`config.mk`:
```
export PLATFORM = sky130hd
export DESIGN_NAME = seg_scan_driver
export DESIGN_NICKNAME = d
export VERILOG_FILES = /design/src/rtl/seg_pkg.sv /design/src/rtl/seg_scan_driver_timer.sv /design/src/rtl/seg_scan_driver.sv
export SDC_FILE = /design/constraint.sdc
export NUM_CORES = 1
export LEC_CHECK = 0
export BUFFER_PORTS_ARGS = -buffer_cell sky130_fd_sc_hd__buf_2
export CORE_UTILIZATION = 55
export CTS_CLUSTER_DIAMETER = 60
export CTS_CLUSTER_SIZE = 24
export DETAILED_ROUTE_END_ITERATION = 16
export HOLD_SLACK_MARGIN = 0.02
export PLACE_DENSITY = 0.81
export RECOVER_POWER = 100
export REMOVE_ABC_BUFFERS = 1
export SLEW_MARGIN = 5
export SYNTH_ARGS = -nofsm -noshare
export SYNTH_HDL_FRONTEND = slang
export SYNTH_SLANG_ARGS = --single-unit
```
`constraint.sdc`:
```
create_clock -name clk -period 7.6 [get_ports clk]
set_input_delay 1.14 -clock clk [delete_from_list [all_inputs] [get_ports clk]]
set_output_delay 1.14 -clock clk [all_outputs]
set_load 0.005 [all_outputs]
```
`src/rtl/seg_pkg.sv`:
```
// Shared types and helpers for the multiplexed seven-segment scan driver.
// Segment patterns are active-low, with DP in bit 7.
package seg_pkg;

   localparam int NUM_DIGITS = 6;
   localparam int SEG_W      = 8;

   localparam logic [SEG_W-1:0]      SEG_BLANK  = 8'hFF;
   localparam logic [NUM_DIGITS-1:0] DIG_OFF    = 6'h3F;
   localparam logic [2:0]            LAST_DIGIT = 3'd5;

   typedef enum logic {BLANK, SHOW} scan_state_t;

   typedef logic [SEG_W-1:0]            seg_t;
   typedef logic [NUM_DIGITS*SEG_W-1:0] frame_t;
   typedef logic [NUM_DIGITS-1:0]       dig_t;

   // Byte for one digit; indices beyond the last digit read as blank
   function automatic seg_t seg_pick(frame_t f, logic [2:0] idx);
      seg_t r;
      r = SEG_BLANK;
      for (int i = 0; i < NUM_DIGITS; i++)
         if (idx == 3'(i)) r = f[i*SEG_W +: SEG_W];
      return r;
   endfunction

   // Active-low one-hot enable for one digit
   function automatic dig_t dig_sel_n(logic [2:0] idx);
      dig_t r;
      r = DIG_OFF;
      for (int i = 0; i < NUM_DIGITS; i++)
         if (idx == 3'(i)) r[i] = 1'b0;
      return r;
   endfunction

endpackage

```
`src/rtl/seg_scan_driver_timer.sv`:
```
// Slot timer: blank/show sequencing, digit rotation and PWM phase.
// Exposes next-cycle decode so the top can register its outputs.
module seg_slot_timer
   import seg_pkg::*;
#(
   parameter int DIGIT_CYCLES = 50000,
   parameter int BLANK_CYCLES = 500
) (
   input  logic       clk,
   input  logic       rst,
   input  logic [3:0] i_brightness,
   output logic       o_show_nxt,
   output logic       o_pwm_on_nxt,
   output logic [2:0] o_digit_nxt,
   output logic       o_frame_last
);

   localparam int CW = $clog2(DIGIT_CYCLES);
   localparam logic [CW-1:0] SLOT_END  = CW'(DIGIT_CYCLES - 1);
   localparam logic [CW-1:0] BLANK_END = CW'(BLANK_CYCLES - 1);

   scan_state_t   r_state, w_state_n;
   logic [CW-1:0] r_cnt, w_cnt_n;
   logic [3:0]    r_pwm, w_pwm_n;
   logic [3:0]    r_lvl, w_lvl_n;
   logic [2:0]    r_digit, w_digit_n;
   logic          r_frame_last, w_frame_last_n;
   logic          w_slot_last;

   // Next-state decode for the slot sequence and PWM phase
   always_comb begin
      w_state_n   = r_state;
      w_cnt_n     = r_cnt + 1'b1;
      w_pwm_n     = r_pwm;
      w_lvl_n     = r_lvl;
      w_digit_n   = r_digit;
      w_slot_last = (r_cnt == SLOT_END);
      unique case (r_state)
         BLANK: begin
            if (r_cnt == BLANK_END) begin
               w_state_n = SHOW;
               w_pwm_n   = 4'd0;
               w_lvl_n   = i_brightness;
            end
         end
         SHOW: begin
            w_pwm_n = r_pwm + 4'd1;
            if (w_slot_last) begin
               w_state_n = BLANK;
               w_cnt_n   = '0;
               w_digit_n = (r_digit == LAST_DIGIT) ?
                           3'd0 : r_digit + 3'd1;
            end
         end
         default: w_state_n = BLANK;
      endcase
      w_frame_last_n = (w_cnt_n == SLOT_END) &&
                       (w_digit_n == LAST_DIGIT);
   end

   // Slot state registers; reset is cycle 0 of digit 0's blank
   always_ff @(posedge clk or posedge rst) begin
      if (rst) begin
         r_state      <= BLANK;
         r_cnt        <= '0;
         r_pwm        <= 4'd0;
         r_lvl        <= 4'd0;
         r_digit      <= 3'd0;
         r_frame_last <= 1'b0;
      end else begin
         r_state      <= w_state_n;
         r_cnt        <= w_cnt_n;
         r_pwm        <= w_pwm_n;
         r_lvl        <= w_lvl_n;
         r_digit      <= w_digit_n;
         r_frame_last <= w_frame_last_n;
      end
   end

   assign o_show_nxt   = (w_state_n == SHOW);
   assign o_pwm_on_nxt = (w_lvl_n == 4'hF) || (w_pwm_n < w_lvl_n);
   assign o_digit_nxt  = w_digit_n;
   assign o_frame_last = r_frame_last;

endmodule

```
`src/rtl/seg_scan_driver.sv`:
```
// Six-digit multiplexed seven-segment driver with double-buffered
// frames, anti-ghost blanking and 4-bit PWM brightness.
module seg_scan_driver
   import seg_pkg::*;
#(
   parameter int DIGIT_CYCLES = 50000,
   parameter int BLANK_CYCLES = 500
) (
   input  logic        clk,
   input  logic        rst,
   input  logic [47:0] display_bits,
   input  logic        load_valid,
   output logic        load_ready,
   input  logic [3:0]  brightness,
   output logic [7:0]  seg_n,
   output logic [5:0]  dig_en_n,
   output logic        frame_done
);

   frame_t     r_active;
   frame_t     r_pend;
   logic       r_pend_v;
   seg_t       r_seg;
   dig_t       r_dig;

   logic       w_show_nxt;
   logic       w_pwm_on_nxt;
   logic [2:0] w_digit_nxt;
   logic       w_frame_last;
   logic       w_accept;
   logic       w_en_nxt;

   seg_slot_timer #(
      .DIGIT_CYCLES (DIGIT_CYCLES),
      .BLANK_CYCLES (BLANK_CYCLES)
   ) u_timer (
      .clk          (clk),
      .rst          (rst),
      .i_brightness (brightness),
      .o_show_nxt   (w_show_nxt),
      .o_pwm_on_nxt (w_pwm_on_nxt),
      .o_digit_nxt  (w_digit_nxt),
      .o_frame_last (w_frame_last)
   );

   assign w_accept = load_valid && !r_pend_v;
   assign w_en_nxt = w_show_nxt && w_pwm_on_nxt;

   // Frame double buffer; promotion happens only at the frame boundary
   always_ff @(posedge clk or posedge rst) begin
      if (rst) begin
         r_active <= '1;
         r_pend   <= '0;
         r_pend_v <= 1'b0;
      end else begin
         if (w_frame_last && r_pend_v) begin
            r_active <= r_pend;
            r_pend_v <= 1'b0;
         end
         if (w_accept) begin
            r_pend   <= display_bits;
            r_pend_v <= 1'b1;
         end
      end
   end

   // Output flops loaded from next-cycle decode so pins track the state
   always_ff @(posedge clk or posedge rst) begin
      if (rst) begin
         r_seg <= SEG_BLANK;
         r_dig <= DIG_OFF;
      end else if (w_en_nxt) begin
         r_seg <= seg_pick(r_active, w_digit_nxt);
         r_dig <= dig_sel_n(w_digit_nxt);
      end else begin
         r_seg <= SEG_BLANK;
         r_dig <= DIG_OFF;
      end
   end

   assign load_ready = !r_pend_v;
   assign seg_n      = r_seg;
   assign dig_en_n   = r_dig;
   assign frame_done = w_frame_last;

endmodule

```
==> run metrics <==
mapped cell area=around 6500 µm²; clock sink count=140; final hold violation count=0; Syn Inst Count=just over 500; placement-stage cell area=approximately 6900 µm²; Sequential Power Share=0.481; Initial Utilization=0.568; first-pass iteration count of the detailed router=4; RSZ-0062 raised after global routing=false; vias in the first global route=~4.6k; final net count=approximately 630; post-synthesis xor/xnor area fraction=0.0242; FILL cells=862; adder-cell share of the synthesized area=0.00961; Worst EP arrival=around 5400 ps; Final min period=5090 ps; peak supply drop=between 0.0002 and 0.00025 V; drc violations=0; Setup WS post-layout=2510 ps; internal power=approximately 1.3 mW; Global Route Usage Sum=0.236; drt total wl=approximately 13,000 µm; kind of end point of the critical path=flip-flop; HP Class=reg -> reg; Final TNS setup=0 ps; antenna violations before repair=0; crit path kind=reg -> reg; Worst Path Buf+Inv=0; IO Port Bufs=70; TritonCTS clock tree=done; I/O pins=71; post-synthesis register bit count=140; post-synth top area cell=dfrtp_1; delay-heaviest family, CP=compound AO/OA/AOI/OAI gates; # Post-CTS Setup Buffers=0; Yosys cell types=56; clock network fraction of design power=0.494; area delta synth->final=13.4%; Finish-stage setup viols=0; CTS resizes=0; total CTS buffers=17; antenna cell count=0; Post-CTS Hold Fix Bufs=0; most frequent cells in the layout=mux2_2, dfrtp_1, buf_2, dfstp_2, nor2_1; H-tree depth=4; Rows=39; sequential share of the synthesized area=0.550; failing checks=max-capacitance violations, max-slew violations; final worst path period share=0.670; CTS root buf=clkbuf_16; Max-Cap Viols=5; GP Congestion=~0.88; syn_area_per_cell=approximately 13 µm²; top_reg_cell synth=dfrtp_1; final slew viol count=between 200 and 300; Synth Area in Simple Gates=0.109; worst rel slew slack=-0.747; critical path, cell by cell=nor4_1, nand4_1, nor2_1, mux2i_1, ha_1, a211oi_1, o21ai_0, o21ai_0, mux2i_1, a211oi_1, o31ai_1; Worst-Skew Late Latency=roughly 420 ps; startpoint types=flip-flop; ys async rst share=1.00; Die ar.=between 10,000 and 15,000 µm²; global-route wire length before repair=between 20,000 and 25,000 µm; Min Hold Slack=~470 ps; crit-path max FO=14; vias per inst=between 5 and 6; compound-cell area share of the yosys netlist=0.0821; combinational share of power=0.025; CP max stage cell=a211oi_1; busiest layer in global routing=met2; initial drt markers=approximately 200; Place WS=between 3000 and 4000 ps; mux contribution to synthesized area=0.193; Pleak=3.22 nW; fraction of layout cells with a size suffix above 1=0.485; Max Clock Freq=0.196 GHz; detailed-route via count=roughly 4.3k; worst slew pin tran=about 2600 ps; commonest non-fill, non-tap cell in the layout=mux2_2; Max Buffers Root-to-Sink=2; pwr dens=about 220 nW/µm²; met3 usage in global routing=0.0634; largest family of logic cells by synthesized area=multiplexers; gr ovfl total=0; status=complete, but fails checks; CP peak stage delay=approximately 1500 ps; CP required=just under 8000 ps; per-cell routed wire length=18.4 µm; design area=7390 µm²; final antenna-violating net count=0; CTS clk-pin slew, worst paths=60 ps; largest net degree at the start of global routing=88; Sw Ratio=0.205; total power=around 1.6 mW; chip height=roughly 110 µm; top area cells in the synthesized netlist=dfrtp_1, dfstp_2, mux2_2, nor2_1, nand3_1; top-area cell type share of the netlist area=0.300; Clock Skews=roughly 5.9 ps; P_sw=around 0.33 mW; met1 global-route usage=0.288; DP HPWL=8860 µm; Ys Warns=0; grt met2 use=0.386; EDFF count, synth=0; Std-Cell Core Area=between 10,000 and 15,000 µm²; DIE WIDTH=around 110 µm
## worst paths after layout
path / startpoint / endpoint / slack, ps / cells after the start
max: u_timer.r_cnt[10] / seg_n[0] / 2510 / 11
min: u_timer.o_frame_last / r_pend_v / 470 / 1
max reg2reg: u_timer.r_cnt[10] / seg_n[0] / 2510 / 11
min reg2reg: u_timer.o_frame_last / r_pend_v / 470 / 1
max in group asynchronous: rst / r_pend[4] / 3540 / 3
min in group asynchronous: rst / r_pend[27] / 1280 / 2
## layout make-up
| cell class | instances | area (µm²) | area share |
|---|---|---|---|
| Clock buffer | 21 | 450 | 0.0610 |
| Clock inverter | 11 | 120 | 0.0163 |
| Inverter | 8 | 31.3 | 0.00424 |
| Multi-Input combinational cell | 329 | 2670 | 0.362 |
| Sequential cell | 140 | 3580 | 0.485 |
| Tap cell | 143 | 179 | 0.0242 |
| Timing Repair Buffer | 72 | 352 | 0.0476 |
## metrics by stage
stage	util	instances
finish	0.644	724
global route	0.644	724
CTS	0.650	724
detailed placement	0.600	692
global placement	0.600	692
floorplan	-	477
## power by group through the flow
| stage | registers [mW] | logic (mW) | clock network, mW |
|---|---|---|---|
| floorplan | 0.776 | 0.0225 | 0 |
| global placement | 0.779 | 0.0398 | 0 |
| detailed placement | 0.780 | 0.0417 | 0 |
| CTS | 0.768 | 0.0422 | 0.808 |
| global route | 0.769 | 0.0464 | 0.838 |
| finish | 0.768 | 0.0401 | 0.788 |
## registers in the layout, summed over array words and instances (netlist names)
name	cells
u_timer.r_cnt	16
u_timer.r_lvl	4
u_timer.o_frame_last	1
u_timer.r_pwm	4
u_timer.r_state	1
u_timer.r_digit	3
dig_en_n	6
seg_n	8
r_active	48
r_pend	48
r_pend_v	1
## cells by family (layout without fill, tap and decap cells)
logic type | count (synthesis) | count (layout)
flip-flops | 140 | 140
AND/OR/NAND/NOR | 127 | 127
multiplexers | 112 | 112
AO/OA/AOI/OAI | 67 | 67
buffers and inverters | 36 | 112
XOR/XNOR | 18 | 18
adder cells (fa/ha/maj) | 5 | 5
## routing by layer
layer,vias to the layer above,part of all wire,routed length [µm]
met5,-,0,0
met4,0,0.028,373
met3,31,0.040,534
met2,126,0.51,6770
met1,2141,0.42,5630
li1,1978,-,-
## synthesized netlist by cell type, types with 9 or more instances
| cell type | count |
|---|---|
| nand2_1 | 19 |
| xnor2_1 | 9 |
| mux2_2 | 108 |
| o31ai_1 | 9 |
| clkbuf_1 | 10 |
| o21ai_0 | 10 |
| dfstp_2 | 62 |
| nor3_1 | 9 |
| xor2_1 | 9 |
| dfrtp_1 | 78 |
| nand3_1 | 18 |
| nor2_1 | 32 |
| nand4_1 | 9 |
Note: power is estimated with default switching activity, not from simulation.
